**src/rtl/inst_mem_loader.sv**
```systemverilog
// Packs a framed big-endian byte stream into 32-bit words for instruction memory; write strobe one cycle after a word's 4th byte.
// byteReady depends only on registered state (low in IDLE/WRITE/DONE), so a stalled source simply holds its byte.
module inst_mem_loader #(
  parameter int                ADDR_W    = 8,
  parameter int                DATA_W    = 32,
  parameter logic [ADDR_W-1:0] BASE_ADDR = '0
) (
  input  logic              clk_IML,
  input  logic              rst_IML_n,
  input  logic              start_IML,
  input  logic              byteValid_IML,
  input  logic [7:0]        byteData_IML,
  output logic              byteReady_IML,
  output logic              memWrite_IML,
  output logic [ADDR_W-1:0] memWrAddr_IML,
  output logic [DATA_W-1:0] memWrData_IML,
  output logic              cpuHold_IML,
  output logic              done_IML,
  output logic              error_IML,
  output logic [7:0]        wordCount_IML
);

  typedef enum logic [2:0] {
    S_IDLE, S_HDR, S_DATA, S_WRITE, S_CHK, S_DONE
  } state_t;

  state_t              state_q, state_d;
  logic [ADDR_W-1:0]   addr_q, addr_d;
  logic [DATA_W-1:0]   word_q, word_d;
  logic [7:0]          csum_q, csum_d;
  logic [7:0]          rem_q, rem_d;
  logic [7:0]          cnt_q, cnt_d;
  logic [1:0]          idx_q, idx_d;
  logic                err_q, err_d;
  logic                ready_q, ready_d;
  logic                write_q, write_d;
  logic                done_q, done_d;
  logic                hold_q, hold_d;
  logic                accept;

  assign accept = byteValid_IML && ready_q;

  always_comb begin
    state_d = state_q;
    addr_d  = addr_q;
    word_d  = word_q;
    csum_d  = csum_q;
    rem_d   = rem_q;
    cnt_d   = cnt_q;
    idx_d   = idx_q;
    err_d   = err_q;
    case (state_q)
      S_IDLE: begin
        if (start_IML) state_d = S_HDR;
      end
      S_HDR: begin
        if (accept) begin
          csum_d = byteData_IML;
          rem_d  = byteData_IML;
          addr_d = BASE_ADDR;
          cnt_d  = 8'd0;
          idx_d  = 2'd0;
          if (byteData_IML == 8'd0) begin
            state_d = S_DONE;
            err_d   = 1'b0;
          end else begin
            state_d = S_DATA;
          end
        end
      end
      S_DATA: begin
        if (accept) begin
          word_d = {word_q[DATA_W-9:0], byteData_IML};
          csum_d = csum_q ^ byteData_IML;
          idx_d  = idx_q + 2'd1;
          if (idx_q == 2'd3) state_d = S_WRITE;
        end
      end
      S_WRITE: begin
        addr_d  = addr_q + ADDR_W'(4);
        cnt_d   = cnt_q + 8'd1;
        rem_d   = rem_q - 8'd1;
        state_d = (rem_q == 8'd1) ? S_CHK : S_DATA;
      end
      S_CHK: begin
        if (accept) begin
          err_d   = (byteData_IML != csum_q);
          state_d = S_DONE;
        end
      end
      S_DONE: begin
        // A new start clears the previous verdict and re-freezes the CPU on the same edge.
        if (start_IML) begin
          state_d = S_HDR;
          err_d   = 1'b0;
        end
      end
      default: state_d = S_IDLE;
    endcase
  end

  always_comb begin
    ready_d = (state_d == S_HDR) || (state_d == S_DATA) || (state_d == S_CHK);
    write_d = (state_d == S_WRITE);
    done_d  = (state_d == S_DONE);
    hold_d  = !((state_d == S_DONE) && !err_d);
  end

  always_ff @(posedge clk_IML or negedge rst_IML_n) begin
    if (!rst_IML_n) begin
      state_q <= S_IDLE;
      addr_q  <= BASE_ADDR;
      word_q  <= '0;
      csum_q  <= 8'd0;
      rem_q   <= 8'd0;
      cnt_q   <= 8'd0;
      idx_q   <= 2'd0;
      err_q   <= 1'b0;
      ready_q <= 1'b0;
      write_q <= 1'b0;
      done_q  <= 1'b0;
      hold_q  <= 1'b1;
    end else begin
      state_q <= state_d;
      addr_q  <= addr_d;
      word_q  <= word_d;
      csum_q  <= csum_d;
      rem_q   <= rem_d;
      cnt_q   <= cnt_d;
      idx_q   <= idx_d;
      err_q   <= err_d;
      ready_q <= ready_d;
      write_q <= write_d;
      done_q  <= done_d;
      hold_q  <= hold_d;
    end
  end

  assign byteReady_IML = ready_q;
  assign memWrite_IML  = write_q;
  assign memWrAddr_IML = addr_q;
  assign memWrData_IML = word_q;
  assign cpuHold_IML   = hold_q;
  assign done_IML      = done_q;
  assign error_IML     = err_q;
  assign wordCount_IML = cnt_q;

endmodule
```
**config.mk**
```make
export PLATFORM = sky130hd
export DESIGN_NAME = inst_mem_loader
export DESIGN_NICKNAME = d
export VERILOG_FILES = /design/src/rtl/inst_mem_loader.sv
export SDC_FILE = /design/constraint.sdc
export NUM_CORES = 1
export LEC_CHECK = 0
export CAP_MARGIN = 20
export CORE_MARGIN = 2
export CORE_UTILIZATION = 47
export DETAILED_ROUTE_END_ITERATION = 12
export PLACE_DENSITY_LB_ADDON = 0.12
export SYNTH_ARGS = -nofsm -noshare
export SYNTH_HDL_FRONTEND = slang
export SYNTH_SLANG_ARGS = --single-unit
```
**constraint.sdc**
```tcl
create_clock -name clk_IML -period 1.6 [get_ports clk_IML]
set_input_delay 0.16 -clock clk_IML [delete_from_list [all_inputs] [get_ports clk_IML]]
set_output_delay 0.16 -clock clk_IML [all_outputs]
set_load 0.01 [all_outputs]
```
# Word-level counts from Yosys, hierarchy flattened
# Index checks and enable logic that the tools add are counted.
[word_totals]
regBits = 74
in_bits = 12
out_inout_bits = 53
wordCells = 69
[op_classes]
add_sub_neg = 4
n_eq_ne = 15
mux = 23
bitwise = 1
reduce_logical = 14
[ops]
columns = ["cell", "count"]
rows = [
  ["$pmux W8 S2", 4],
  ["$mux W8", 3],
  ["$mux W3", 7],
  ["$pmux W3 S5", 1],
  ["$eq A3 B2 Y1 const B", 4],
  ["$eq A3 B3 Y1 const B", 4],
  ["$add A8 B1 Y8 const B", 1],
  ["$add A8 B3 Y8 const B", 1],
  ["$eq A8 B1 Y1 const B", 1],
  ["$logic_not A8 Y1", 1],
  ["$ne A8 B8 Y1", 1],
  ["$sub A8 B1 Y8 const B", 1],
  ["$xor A8 B8 Y8", 1],
  ["$eq A3 B1 Y1 const B", 2],
  ["$mux W1", 4],
  ["$mux W2", 2],
  ["$ne A2 B2 Y1 const B", 2],
  ["$pmux W2 S2", 1],
  ["$reduce_and A2 Y1", 2],
  ["$reduce_bool A2 Y1", 2],
  ["$logic_not A3 Y1", 1],
  ["$pmux W1 S3", 1],
  ["$reduce_and A3 Y1", 1],
  ["$add A2 B1 Y2 const B", 1],
  ["5 further kinds", 8],
]

# Logic depth before layout (Yosys ltp)
# Gate-level depths: netlist of the first run.
[logic_depth]
ltp_word = 7
depth_mapped = 7
depth_no_buf = 6

# Worst setup path after synthesis of the first run
# Ideal clock, no wire load.
[synth_timing]
kind = "flip-flop to flip-flop"
startpoint = "register state_q[0]"
endpoint = "register word_q[10], in the netlist memWrData_IML[10]"
setup_time_ns = 0.125
t_arrival_ns = 1.382
required_ns = 1.475
path_slack_ns = 0.093
path_stages_with_launch = 6
n_path_buf = 2
synth_period_minus_slack_ns = 1.507
path_cell_list = "dfrtp_1 > buf_4 > nand3b_1 > nor2_1 > buf_2 > mux2_2"
[synth_between]
elab_chain_len = 2
[synth_lines]
columns = ["item", "line", "rtl"]
rows = [
  ["start: declaration", "27", "state_t state_q, state_d;"],
  ["start signal: assignment", "124", "state_q <= state_d;"],
  ["$eq A3 B2 Y1", "52", "case (state_q)"],
  ["$reduce_and A2 Y1 (no source line)", "n/a", ""],
  ["end signal: assignment", "126", "word_q <= word_d;"],
  ["end: declaration", "29", "logic [DATA_W-1:0] word_q, word_d;"],
]
# No other way between the ends.
# A chain may end at the register's enable or synchronous reset.

# Final worst setup path of the first run
[layout_timing]
startpoint = "register state_q[0]"
endpoint = "register word_q[12], in the netlist memWrData_IML[12]"
# Same word-level chain as after synthesis.

==> out/results.tsv, run 1 <==
stage	metric	value	unit
floorplanning	CORE AREA	0.00687	mm^2
synth	register area share after synthesis	0.537	
layout	layout cell share with drive strength beyond 1	0.243	
floorplanning	Rows	30	
layout	Non-Filler Instances	491	
sta	fin crit share	0.986	
floorplanning	die height	88.5	um
layout	# nets final	407	
floorplanning	die width	88.5	um
setup_path	CP bufs+invs	2	
detailed_routing	DRC	0	
global_route	largest net degree at the start of global routing	73	
global_route	first-pass GRT wire length	12.0	mm
setup_path	Slowest cell on crit path	dfrtp_2	
detailed_routing	TritonRoute pass-1 iters	4	
setup_path	CP max stage delay	0.46	ns
placement	dpl cells	464	
placement	Final HPWL DP	4.92	mm
placement	dpl cell area	0.00421	mm^2
cts	htree depth	3	
setup_path	Critical Path Start Type	register	
floorplanning	Starting Density	0.489	
global_route	GRT Overall Usage	0.200	
floorplanning	Ports	65	
power	Final Power	9.29	mW
layout	area delta synth->final	38.3	%
synth	dominant cell type by area after synthesis	dfrtp_1	
cts	Reg clk slew, reported paths	0.08	ns
setup_path	worst endpoint required time	1.84	ns
sta	clock skew	0.00880	ns
floorplanning	total die area	0.00784	mm^2
cts	CTS Buffer Depth	2	
detailed_routing	Detailed Route WL	7.86	mm
cts	worst skew pair latency	0.35	ns
cts	CTS Buf Count	9	
placement	IO buf count	62	
synth	Mapped Cells	296	
cts	root buf cell	clkbuf_8	
sta	endpoints failing setup	0	
synth	post-synthesis cell type count	50	
outcome	status	finished clean	
sta	RSZ-0062 raised after global routing	true	
layout	Core Util, Final	0.676	
setup_path	critical-path cell list	nand3b_1 > nor2_4 > buf_12 > clkbuf_16 > mux2_4	
detailed_routing	drt first-iter violations	125	
power	Max VDD drop	1.11	mV
cts	Sink Count	72	
global_route	initial antenna violation count	0	
cts	CTS tree	yes	
placement	GP Congestion	0.821	
sta	maximum clock rate	634	MHz
setup_path	Top delay family on crit path	flip-flops	
sta	final hold vios	0	
run	number of max-cap violations	0	
detailed_routing	via density per instance	5.51	
global_route	grt total ovfl	0	
layout	Finished Cell Area	0.00465	mm^2
synth	Synth top area share	0.529	
power	pwr dens	2000	mW/mm^2
detailed_routing	vias	2706	
setup_path	Crit. End Element	register	
worst_hold_path	hold crit path type	in -> async	
synth	syn_area_per_cell	11.3	um^2
power	Leakage Power	2.00	nW
detailed_routing	WL/cell	16.0	um
layout	n_diodes	0	
synth	leading post-synthesis cells by cell area	dfrtp_1, mux2_2, o21ai_0, nand2_1, a311oi_1	
layout	fill cell count	550	
synth	Seq cells post-synth	72	
setup_path	Crit path arrival time	1.82	ns
sta	max-slew violations	0	
setup_path	Crit Path Category	reg -> reg	
setup_path	maximum fanout along the worst path	8	
synth	Netlist Area Pre-Place	0.00336	mm^2
detailed_routing	Post-DRT Antenna Nets	0	
sta	minimum clock period	1.58	ns
sta	Fin Setup TNS	0	ns
global_route	vias in the first global route	2534	
synth	YS warnings	0	
-- worst reg2reg max path, stage by stage, from the launching register on --
cell       delay [ns]
dfrtp_2          0.46
nand3b_1         0.24
nor2_4           0.16
buf_12           0.14
clkbuf_16        0.17
mux2_4           0.30
-- registers in the layout, summed over array words and instances (netlist names) --
name	count
memWrite_IML	1
idx_q	2
memWrData_IML	32
state_q	3
rem_q	8
wordCount_IML	8
error_IML	1
done_IML	1
byteReady_IML	1
memWrAddr_IML	6
csum_q	8
cpuHold_IML	1
-- per-layer routing --
layer | GRT usage | vias up | share of wire
met1 | 0.270 | 1353 | 0.47
met4 | 0.0909 | 0 | 0.019
met5 | 0 | - | 0
met2 | 0.310 | 64 | 0.47
li1 | - | 1276 | -
met3 | 0.0466 | 13 | 0.037
-- layout make-up --
type / instances / area, um^2 / share of cell area
flip-flops and latches: 72 / 1810 / 0.389
multi-input cells: 207 / 1510 / 0.326
repair buffers: 95 / 976 / 0.210
clock buffers: 10 / 128 / 0.0275
well taps: 96 / 120 / 0.0259
clock inverters: 6 / 83.8 / 0.0180
inverters: 5 / 18.8 / 0.00404
-- metrics by stage --
step / worst slack, ns / hold slack, ns
2_1_floorplan: 0.0930 / -0.136
3_3_place_gp: -0.376 / 0.206
3_5_place_dp: -0.374 / 0.204
4_1_cts: 0.00940 / 0.378
5_1_grt: -0.0269 / 0.402
6_report: 0.0216 / 0.341
-- final timing paths --
path / startpoint / endpoint / slack, ns / cells past startpoint
min in group clk_IML: wordCount_IML[7] / wordCount_IML[7] / 0.50 / 1
max: state_q[0] / memWrData_IML[12] / 0.02 / 5
min: rst_IML_n / memWrite_IML / 0.34 / 3
min reg2reg: wordCount_IML[7] / wordCount_IML[7] / 0.50 / 1
max in group asynchronous: rst_IML_n / rem_q[6] / 0.91 / 3
max reg2reg: state_q[0] / memWrData_IML[12] / 0.02 / 5
-- cells in the final DEF (no fill, tap or decap), drive strengths merged, types with 9 or more instances in the layout --
cell type and count:
dfrtp 71, clkdlybuf4s50 61, mux2 32, buf 29, nand2 28, o21ai 24
nor2 14, clkbuf 14, a21oi 13, nor3 11, nand3 10, a311oi 9
-- where the power goes --
| part | leakage, nW | switching (mW) | internal, mW |
|---|---|---|---|
| sequential | 0.896 | 0.750 | 2.65 |
| combinational | 0.995 | 1.75 | 2.55 |
| clock | 0.110 | 0.706 | 0.873 |
| total | 2.00 | 3.21 | 6.08 |
-- cells in the mapped netlist, drive strengths merged --
cell	count
a31oi	1
a211oi	1
nand4	8
nand3	10
and3b	2
o311ai	4
dfstp	1
nor2	14
and4b	1
inv	5
mux2	32
a21oi	13
nor2b	2
and2b	2
nand3b	2
buf	13
ha	5
o21ai	24
and3	3
conb	1
nor4b	1
a21bo	1
mux2i	1
a311oi	9
and2	3
a21o	1
o31a	1
o211ai	6
o41ai	1
nor3	11
a221o	2
clkbuf	1
xnor2	8
dfrtp	71
nand2b	2
nand2	28
a32oi	2
nor4	2
o21bai	1
-- cells by family (layout without fill, tap and decap cells) --
kind of cell,count (synthesis),in the layout,share of synthesized area
other,1,2,0.00112
and+or+nand+nor,91,92,0.140
xor gates and xnor gates,8,8,0.0209
adders and majority gates,5,5,0.0186
muxes,33,33,0.110
AOI/OAI and AO/OA,67,67,0.133
DFF,72,72,0.537
buffers and inverters,19,116,0.0391
-- what timing repair did --
| action | CTS | global route |
|---|---|---|
| hold endpoints to repair | 71 | 0 |
| setup endpoints to repair | 12 | 37 |
| hold buffers | 1 | 0 |
| gates resized for setup | 2 | 20 |
| cloned | 0 | 5 |
| pin swaps | 0 | 3 |
| buffers inserted | 0 | 6 |
Power figures use the tool's default switching activity.
==> run 2: changes to the inputs <==
==> constraint.sdc (replaced) <==
create_clock -name clk_IML -period 1.6 [get_ports clk_IML]
set_input_delay 0.32 -clock clk_IML [delete_from_list [all_inputs] [get_ports clk_IML]]
set_output_delay 0.32 -clock clk_IML [all_outputs]
set_load 0.01 [all_outputs]
==> run 2 against run 1 <==
Against the previous run:
- clock-buffer cell count is the same
- combinational power shrank 7.7%
- critical path depth is the same
- critical path type unchanged
==> out/results.tsv, run 2 (same netlist as run 1, synthesis figures left out) <==
stage	metric	value	unit
outcome	status	finished clean	
cts	root buf cell	clkbuf_8	
setup_path	Crit Path Category	reg -> reg	
layout	n_diodes	0	
layout	layout cell share with drive strength beyond 1	0.269	
layout	max reg flops	32	
global_route	largest net degree at the start of global routing	73	
sta	final hold vios	0	
sta	clock skew	0.0108	ns
setup_path	path depth of the worst reg2reg path	5	
power	Leakage Power	2.32	nW
placement	IO buf count	62	
setup_path	Worst setup startpoint	state_q[2]	
detailed_routing	Detailed Route WL	8.11	mm
detailed_routing	DRC	0	
power	Max VDD drop	0.946	mV
detailed_routing	WL/cell	16.3	um
cts	Reg clk slew, reported paths	0.08	ns
layout	Non-Filler Instances	498	
setup_path	Critical R2R Launch	state_q[2]	
power	pwr dens	1900	mW/mm^2
floorplanning	Starting Density	0.489	
detailed_routing	TritonRoute pass-1 iters	4	
setup_path	Crit path arrival time	1.87	ns
global_route	first-pass GRT wire length	11.9	mm
detailed_routing	vias	2740	
sta	maximum clock rate	631	MHz
setup_path	Crit. End Element	register	
layout	# nets final	414	
global_route	GRT Overall Usage	0.199	
run	number of max-cap violations	0	
sta	endpoints failing setup	0	
cts	CTS tree	yes	
cts	htree depth	3	
global_route	grt total ovfl	0	
layout	commonest non-fill, non-tap cells in the layout	dfrtp_1, buf_4, mux2_2, nand2_1, dlymetal6s2s_1	
floorplanning	Ports	65	
cts	CTS Buf Count	9	
cts	CTS Buffer Depth	2	
layout	commonest non-fill, non-tap cell in the layout	dfrtp_1	
setup_path	Critical Path Start Type	register	
sta	worst hold slack	0.376	ns
setup_path	maximum fanout along the worst path	8	
floorplanning	total die area	0.00784	mm^2
placement	GP Congestion	0.884	
sta	fin crit share	0.990	
cts	Sink Count	72	
placement	Final HPWL DP	5.09	mm
detailed_routing	via density per instance	5.50	
floorplanning	die height	88.5	um
layout	fill cell count	568	
floorplanning	die width	88.5	um
layout	Multi-input gate area	0.00151	mm^2
global_route	vias in the first global route	2526	
layout	area delta synth->final	40.0	%
floorplanning	CORE AREA	0.00687	mm^2
floorplanning	Rows	30	
sta	RSZ-0062 raised after global routing	true	
sta	max-slew violations	0	
layout	storage element area	0.00181	mm^2
setup_path	worst endpoint required time	1.89	ns
detailed_routing	drt first-iter violations	144	
placement	dpl cells	469	
global_route	initial antenna violation count	0	
detailed_routing	Post-DRT Antenna Nets	0	
worst_hold_path	Hold Crit Start	byteData_IML[6]	
worst_hold_path	Hold Path Depth	3	
sta	minimum clock period	1.58	ns
worst_hold_path	hold crit path type	in -> reg	
cts	worst skew pair latency	0.35	ns
run 2: cell types whose count changed in the layout (fill, tap and decap cells not counted), moves of 11 or more:
cell and change:
mux2_2 +14, buf_4 +11, clkdlybuf4s50_1 -45, dlygate4sd2_1 +19
mux2_4 -14, dlymetal6s2s_1 +26
run 2: worst max-delay path: stages, from the launching register on:
cell and delay (ns):
dfrtp_2 0.46, and4b_4 0.40, nand4_1 0.20, buf_4 0.22, o311ai_4 0.09, and2_1 0.16
run 2: final timing paths:
path / endpoint / slack, ns
min in group asynchronous: done_IML / 0.52
max in group asynchronous: rem_q[1] / 0.76
worst min register to register: wordCount_IML[7] / 0.49
worst min-delay path: csum_q[6] / 0.38
worst max-delay path: done_IML / 0.02
worst max register to register: done_IML / 0.02
run 2: cell type report:
cell class	count	share of cell area
multi-input cells	207	0.320
repair buffers	102	0.220
flip-flops and latches	72	0.384
clock inverters	6	0.0192
inverters	5	0.00399
well taps	96	0.0255
clock buffers	10	0.0271
run 2: metal layers:
metal / wire length [um] / global-route usage
met1: 3550 / 0.270
met2: 4160 / 0.321
met3: 307 / 0.0336
met4: 87 / 0.0785
met5: 0 / 0
run 2: power by group:
| part | leakage, nW | switching [mW] | internal (mW) |
|---|---|---|---|
| Combinational | 1.32 | 1.77 | 2.19 |
| Sequential | 0.895 | 0.704 | 2.66 |
| Clock | 0.107 | 0.717 | 0.887 |
run 2: timing repair:
action,in CTS,in global routing
hold buffers,1,0
setup endpoints to repair,28,56
hold endpoints to repair,66,0
pin swaps,0,6
setup buffers,5,4
resized for setup,20,39
gates cloned,0,3
run 2: per-stage QoR:
stage	area, um^2	power [mW]	worst slack (ns)	util	TNS (ns)
2_1_floorplan	3360	5.39	0.0930	-	0
3_3_place_gp	4260	7.20	-0.491	0.619	-14.54
3_5_place_dp	4260	7.34	-0.494	0.619	-15.88
4_1_cts	4500	8.88	0.000868	0.656	0
5_1_grt	4700	9.50	-0.0544	0.685	-0.300
6_report	4700	8.93	0.0157	0.685	0
==> run 3: changes to the inputs <==
--- a/config.mk
+++ b/config.mk
@@ -5,9 +5,9 @@
 export SDC_FILE = /design/constraint.sdc
 export NUM_CORES = 1
 export LEC_CHECK = 0
-export CAP_MARGIN = 20
 export CORE_MARGIN = 2
 export CORE_UTILIZATION = 47
+export CTS_CLUSTER_DIAMETER = 150
 export DETAILED_ROUTE_END_ITERATION = 12
 export PLACE_DENSITY_LB_ADDON = 0.12
 export SYNTH_ARGS = -nofsm -noshare
==> results of run 3 <==
The final DEF is identical to that of run 2; final timing and power are the same.
==> variant 1, RTL diff (flow settings as in run 2) <==
Register the output `error_IML` once more, without a reset; this adds one clock of latency there. The other outputs are not delayed to match.
--- a/src/rtl/inst_mem_loader.sv
+++ b/src/rtl/inst_mem_loader.sv
@@ -142,7 +142,9 @@
   assign memWrData_IML = word_q;
   assign cpuHold_IML   = hold_q;
   assign done_IML      = done_q;
-  assign error_IML     = err_q;
+  always_ff @(posedge clk_IML) begin
+    error_IML <= err_q;
+  end
   assign wordCount_IML = cnt_q;
 
 endmodule
Formal check against the unedited RTL: not equivalent (a bounded check fails within 10 cycles, from zero or initial values and one cycle with rst_IML_n low).
==> variant 1 against run 2 <==
Area after synthesis up 0.60%. Count of clock-buffer cells in the layout down 1. Sequential cell count up 1. Critical path depth down 4. Setup slack better by 0.032 ns. Wire length down 3.6%. Non-clock buffer count down 1. Die area up 0.57%. Clock power down 24%. Critical path type is now reg2out. Total power down 4.4%. Fmax up 2.0%. Synthesized cell count up 0.34%. Cell area down 1.5%.
==> variant 1: results (changes against run 2) <==
status finished clean; largest net degree at the start of global routing 33 (-55%); share of cells above drive strength 1 25.4% (-1.4 points); delay-heaviest family, CP buffers and inverters; GP Congestion 0.845 (-4.4%); HP Class reg2reg; Worst Skew 0.00490 ns (-0.00591 ns); xor/xnor cell area share of the yosys netlist 2.07% (-0.012 points); worst-case reg-to-reg path depth 4 (-1); GRT Resource Usage Total 20.8% (+0.93 points); Synth cell types 51 (+2.0%); mux share of post-synthesis cell area 11.0% (-0.065 points); Routed WL per cell 15.7 um (-3.4%); antenna cell count 0 (unchanged); clk root buf clkbuf_8; post-synthesis adder-cell area fraction 1.85% (-0.011 points); r2r setup slk 0.05 ns (+0.03 ns); max incr delay on CP 0.54 ns (+0.08 ns); peak supply drop 0.979 mV (+3.4%); RR Endpoint byteReady_IML; CP endpoint memWrData_IML[30]; peak fanout along the critical path 2 (-6); fin crit share 97.0% (-2.0 points); vias in the first global route 2662 (+5.4%); post-synthesis compound-gate area fraction 13.3% (-0.079 points); Seq/Total Area, Yosys 54.0% (+0.27 points); dpl hpwl 5350 um (+5.1%); Setup crit start memWrData_IML[30]; Worst EP arrival 1.23 ns (-0.64 ns); ys async rst share 98.6% (-1.4 points); Via density 5.41 (-1.7%); Detailed Route Iter0 Violations 106 (-26%); first-pass GRT wire length 12600 um (+5.9%); Nets 414 (unchanged); dpl ws -0.363 ns (+0.132 ns); top post-synthesis cells by area dfrtp_1, mux2_2, o21ai_0; Crit-path slowest cell clkdlybuf4s50_1; Leakage 2.34 nW (+1.0%)
==> variant 1: per-stage QoR <==
| step | instances | hold slack (ns) | total power [mW] | cell area (um2) |
|---|---|---|---|---|
| 5_1_grt | 497 | 0.405 | 9.16 | 4630 |
| 3_5_place_dp | 470 | 0.286 | 7.41 | 4290 |
| 4_1_cts | 493 | 0.392 | 8.66 | 4500 |
| 2_1_floorplan | 298 | 0.0244 | 5.43 | 3380 |
| 6_report | 497 | 0.388 | 8.54 | 4630 |
| 3_3_place_gp | 470 | 0.282 | 7.28 | 4290 |
==> variant 1: what timing repair did <==
item,CTS,global route
pin swaps,0,4
setup buffers,7,3
hold buffers,1,0
cloned,0,1
resized for setup,11,38
endpoints found under the setup margin,18,71
endpoints found under the hold margin,14,0
==> variant 1: routing by layer <==
metal | wire [um] | vias to the layer above | global-route usage [%]
li1 | - | 1294 | -
met1 | 3570 | 1319 | 29.0
met2 | 3800 | 66 | 32.8
met3 | 344 | 8 | 3.17
met4 | 102 | 0 | 8.40
met5 | 0 | - | 0
==> variant 1: layout make-up <==
class	instances	area, um2
clock buffer	9	124
sequential	73	1830
multi-input combinational	207	1460
tap	96	120
clock inverter	6	36.3
timing repair buffer	101	1040
fill	560	2240
inverter	5	18.8
==> variant 1: power breakdown <==
group / switching [mW] / total, mW / internal (mW)
Sequential: 0.656 / 3.35 / 2.69
Clock: 0.676 / 1.22 / 0.545
Combinational: 1.78 / 3.97 / 2.19
Total: 3.11 / 8.54 / 5.43
==> variant 1: worst min-delay path by stage <==
stage | from | endpoint | cells past startpoint
finish | err_q | error_IML | 0
global placement | rst_IML_n | err_q | 1
global route | err_q | error_IML | 0
floorplan | rst_IML_n | byteReady_IML | 0
CTS | err_q | error_IML | 0
detailed placement | rst_IML_n | err_q | 1
==> variant 2, RTL diff (config.mk and constraints of run 2) <==
Without the edit above. The parameter `DATA_W` goes from 32 to 48.
--- a/src/rtl/inst_mem_loader.sv
+++ b/src/rtl/inst_mem_loader.sv
@@ -2,7 +2,7 @@
 // byteReady depends only on registered state (low in IDLE/WRITE/DONE), so a stalled source simply holds its byte.
 module inst_mem_loader #(
   parameter int                ADDR_W    = 8,
-  parameter int                DATA_W    = 32,
+  parameter int                DATA_W    = 48,
   parameter logic [ADDR_W-1:0] BASE_ADDR = '0
 ) (
   input  logic              clk_IML,
Ports: changed (resized memWrData_IML); port bits go from 65 to 81. The function was not compared with the original's and may differ.
==> variant 2 against run 2 <==
The flow now finishes with violations (setup timing). Cell area grew 16%. Total power grew 14%. Synthesized cell count grew 10%. Critical path depth is the same. Area after synthesis grew 16%. Clock skew shrank 0.00065 ns. Wire length grew 8.6%. Non-clock buffer count grew 26. Sequential cell count grew 16. Utilization shrank 1.3 points. Clock power shrank 11%. Setup slack lost 0.027 ns.
==> variant 2: results (changes against run 2) <==
DR pass1 iterations 4 (unchanged); Worst-path clk slew 0.08 ns (about the same); Port Buffers 78 (+26%); P_int 6.40 mW (+11%); dpl cells 529 (+13%); GP Congestion 0.822 (-7.0%); Setup violations, final 1 (+1); Syn Area/Cell 11.9 um2 (+5.3%); dpl hpwl 6090 um (+20%); combinational share of power 46.2% (+1.8 points); Tot Pwr 10.2 mW (+14%); Leakage 2.77 nW (+19%); vias in the first global route 2851 (+13%); top post-synthesis cells by area dfrtp_1, mux2_1, o21ai_1; Synth cell types 45 (-10%); wirelength, routed 8810 um (+8.6%); failing checks setup timing; status finished, violations left; Crit-path slowest cell or4_4; Seq/Total Area, Yosys 56.4% (+2.7 points); cts repair resizes 62 (+210%); GRT Resource Usage Total 21.0% (+1.1 points); met2 usage 33.2% (+1.1 points); peak fanout along the critical path 4 (-4); top cells by count, synth dfrtp_1, mux2_1, nand2_1; final setup TNS -0.0114 ns (-0.0114 ns); max incr delay on CP 0.60 ns (+0.14 ns); routed vias 2973 (+8.5%); Nets 467 (+13%); Final WS setup -0.0114 ns (-0.0272 ns); largest net degree at the start of global routing 32 (-56%); peak supply drop 0.949 mV (+0.26%); post-CTS setup buffers 8 (+3); first-pass GRT wire length 14500 um (+22%); Mapped Area 0.00390 mm2 (+16%); met1 usage 29.8% (+2.8 points); Detailed Route Iter0 Violations 123 (-15%); max reg flops 48 (+50%); fillers 636 (+12%); Worst Skew 0.0102 ns (-0.000649 ns); Routed met3 length 276 um (-10%); dpl ws -0.708 ns (-0.214 ns); sequential power share 39.7% (+2.1 points); metal2 WL 4330 um (+4.1%); share of cells above drive strength 1 21.1% (-5.8 points)
[variant 2: changes by cell type in the layout (fill, tap and decap cells not counted), moves of 13 or more]
cell	run 2	this run
o21ai_1	0	21
o21ai_0	24	1
mux2_1	0	48
dlygate4sd2_1	19	41
mux2_2	32	0
clkdlybuf4s50_1	16	3
dfrtp_1	68	85
[variant 2: final timing paths]
kind,startpoint,end,slack [ns],cells after the start
min in group asynchronous,rst_IML_n,memWrData_IML[46],0.43,2
setup / recovery,byteData_IML[5],byteReady_IML,-0.01,5
setup reg to reg,state_q[2],byteReady_IML,0.01,6
hold reg to reg,wordCount_IML[7],wordCount_IML[7],0.47,1
max in group asynchronous,rst_IML_n,wordCount_IML[3],0.65,3
hold / removal,byteData_IML[7],csum_q[7],0.31,3
[variant 2: worst min-delay path, cell delays in order]
cell      delay (ns)
clkbuf_2        0.09
buf_4           0.13
a311oi_1        0.07
[variant 2: cell families after synthesis]
logic type,after synthesis,share of synthesized area (%)
DFF,88,56.4
AOI/OAI and AO/OA,59,10.3
adders and majority gates,5,1.60
other,1,0.0960
xor gates and xnor gates,8,1.79
buffers and inverters,21,2.34
and+or+nand+nor,94,12.8
muxes,51,14.6
[variant 2: final cells by class]
type | count | area share, %
Tap cell | 105 | 2.40
Clock inverter | 5 | 0.756
Sequential cell | 88 | 40.4
Inverter | 4 | 0.275
Multi-Input combinational cell | 219 | 31.1
Clock buffer | 11 | 2.59
Timing Repair Buffer | 128 | 22.5
[variant 2: through the flow]
stage | instance area (um2) | util (%)
3_3_place_gp | 5080 | 62.5
4_1_cts | 5290 | 65.0
5_1_grt | 5460 | 67.2
6_report | 5460 | 67.2
2_1_floorplan | 3920 | -
3_5_place_dp | 5080 | 62.5
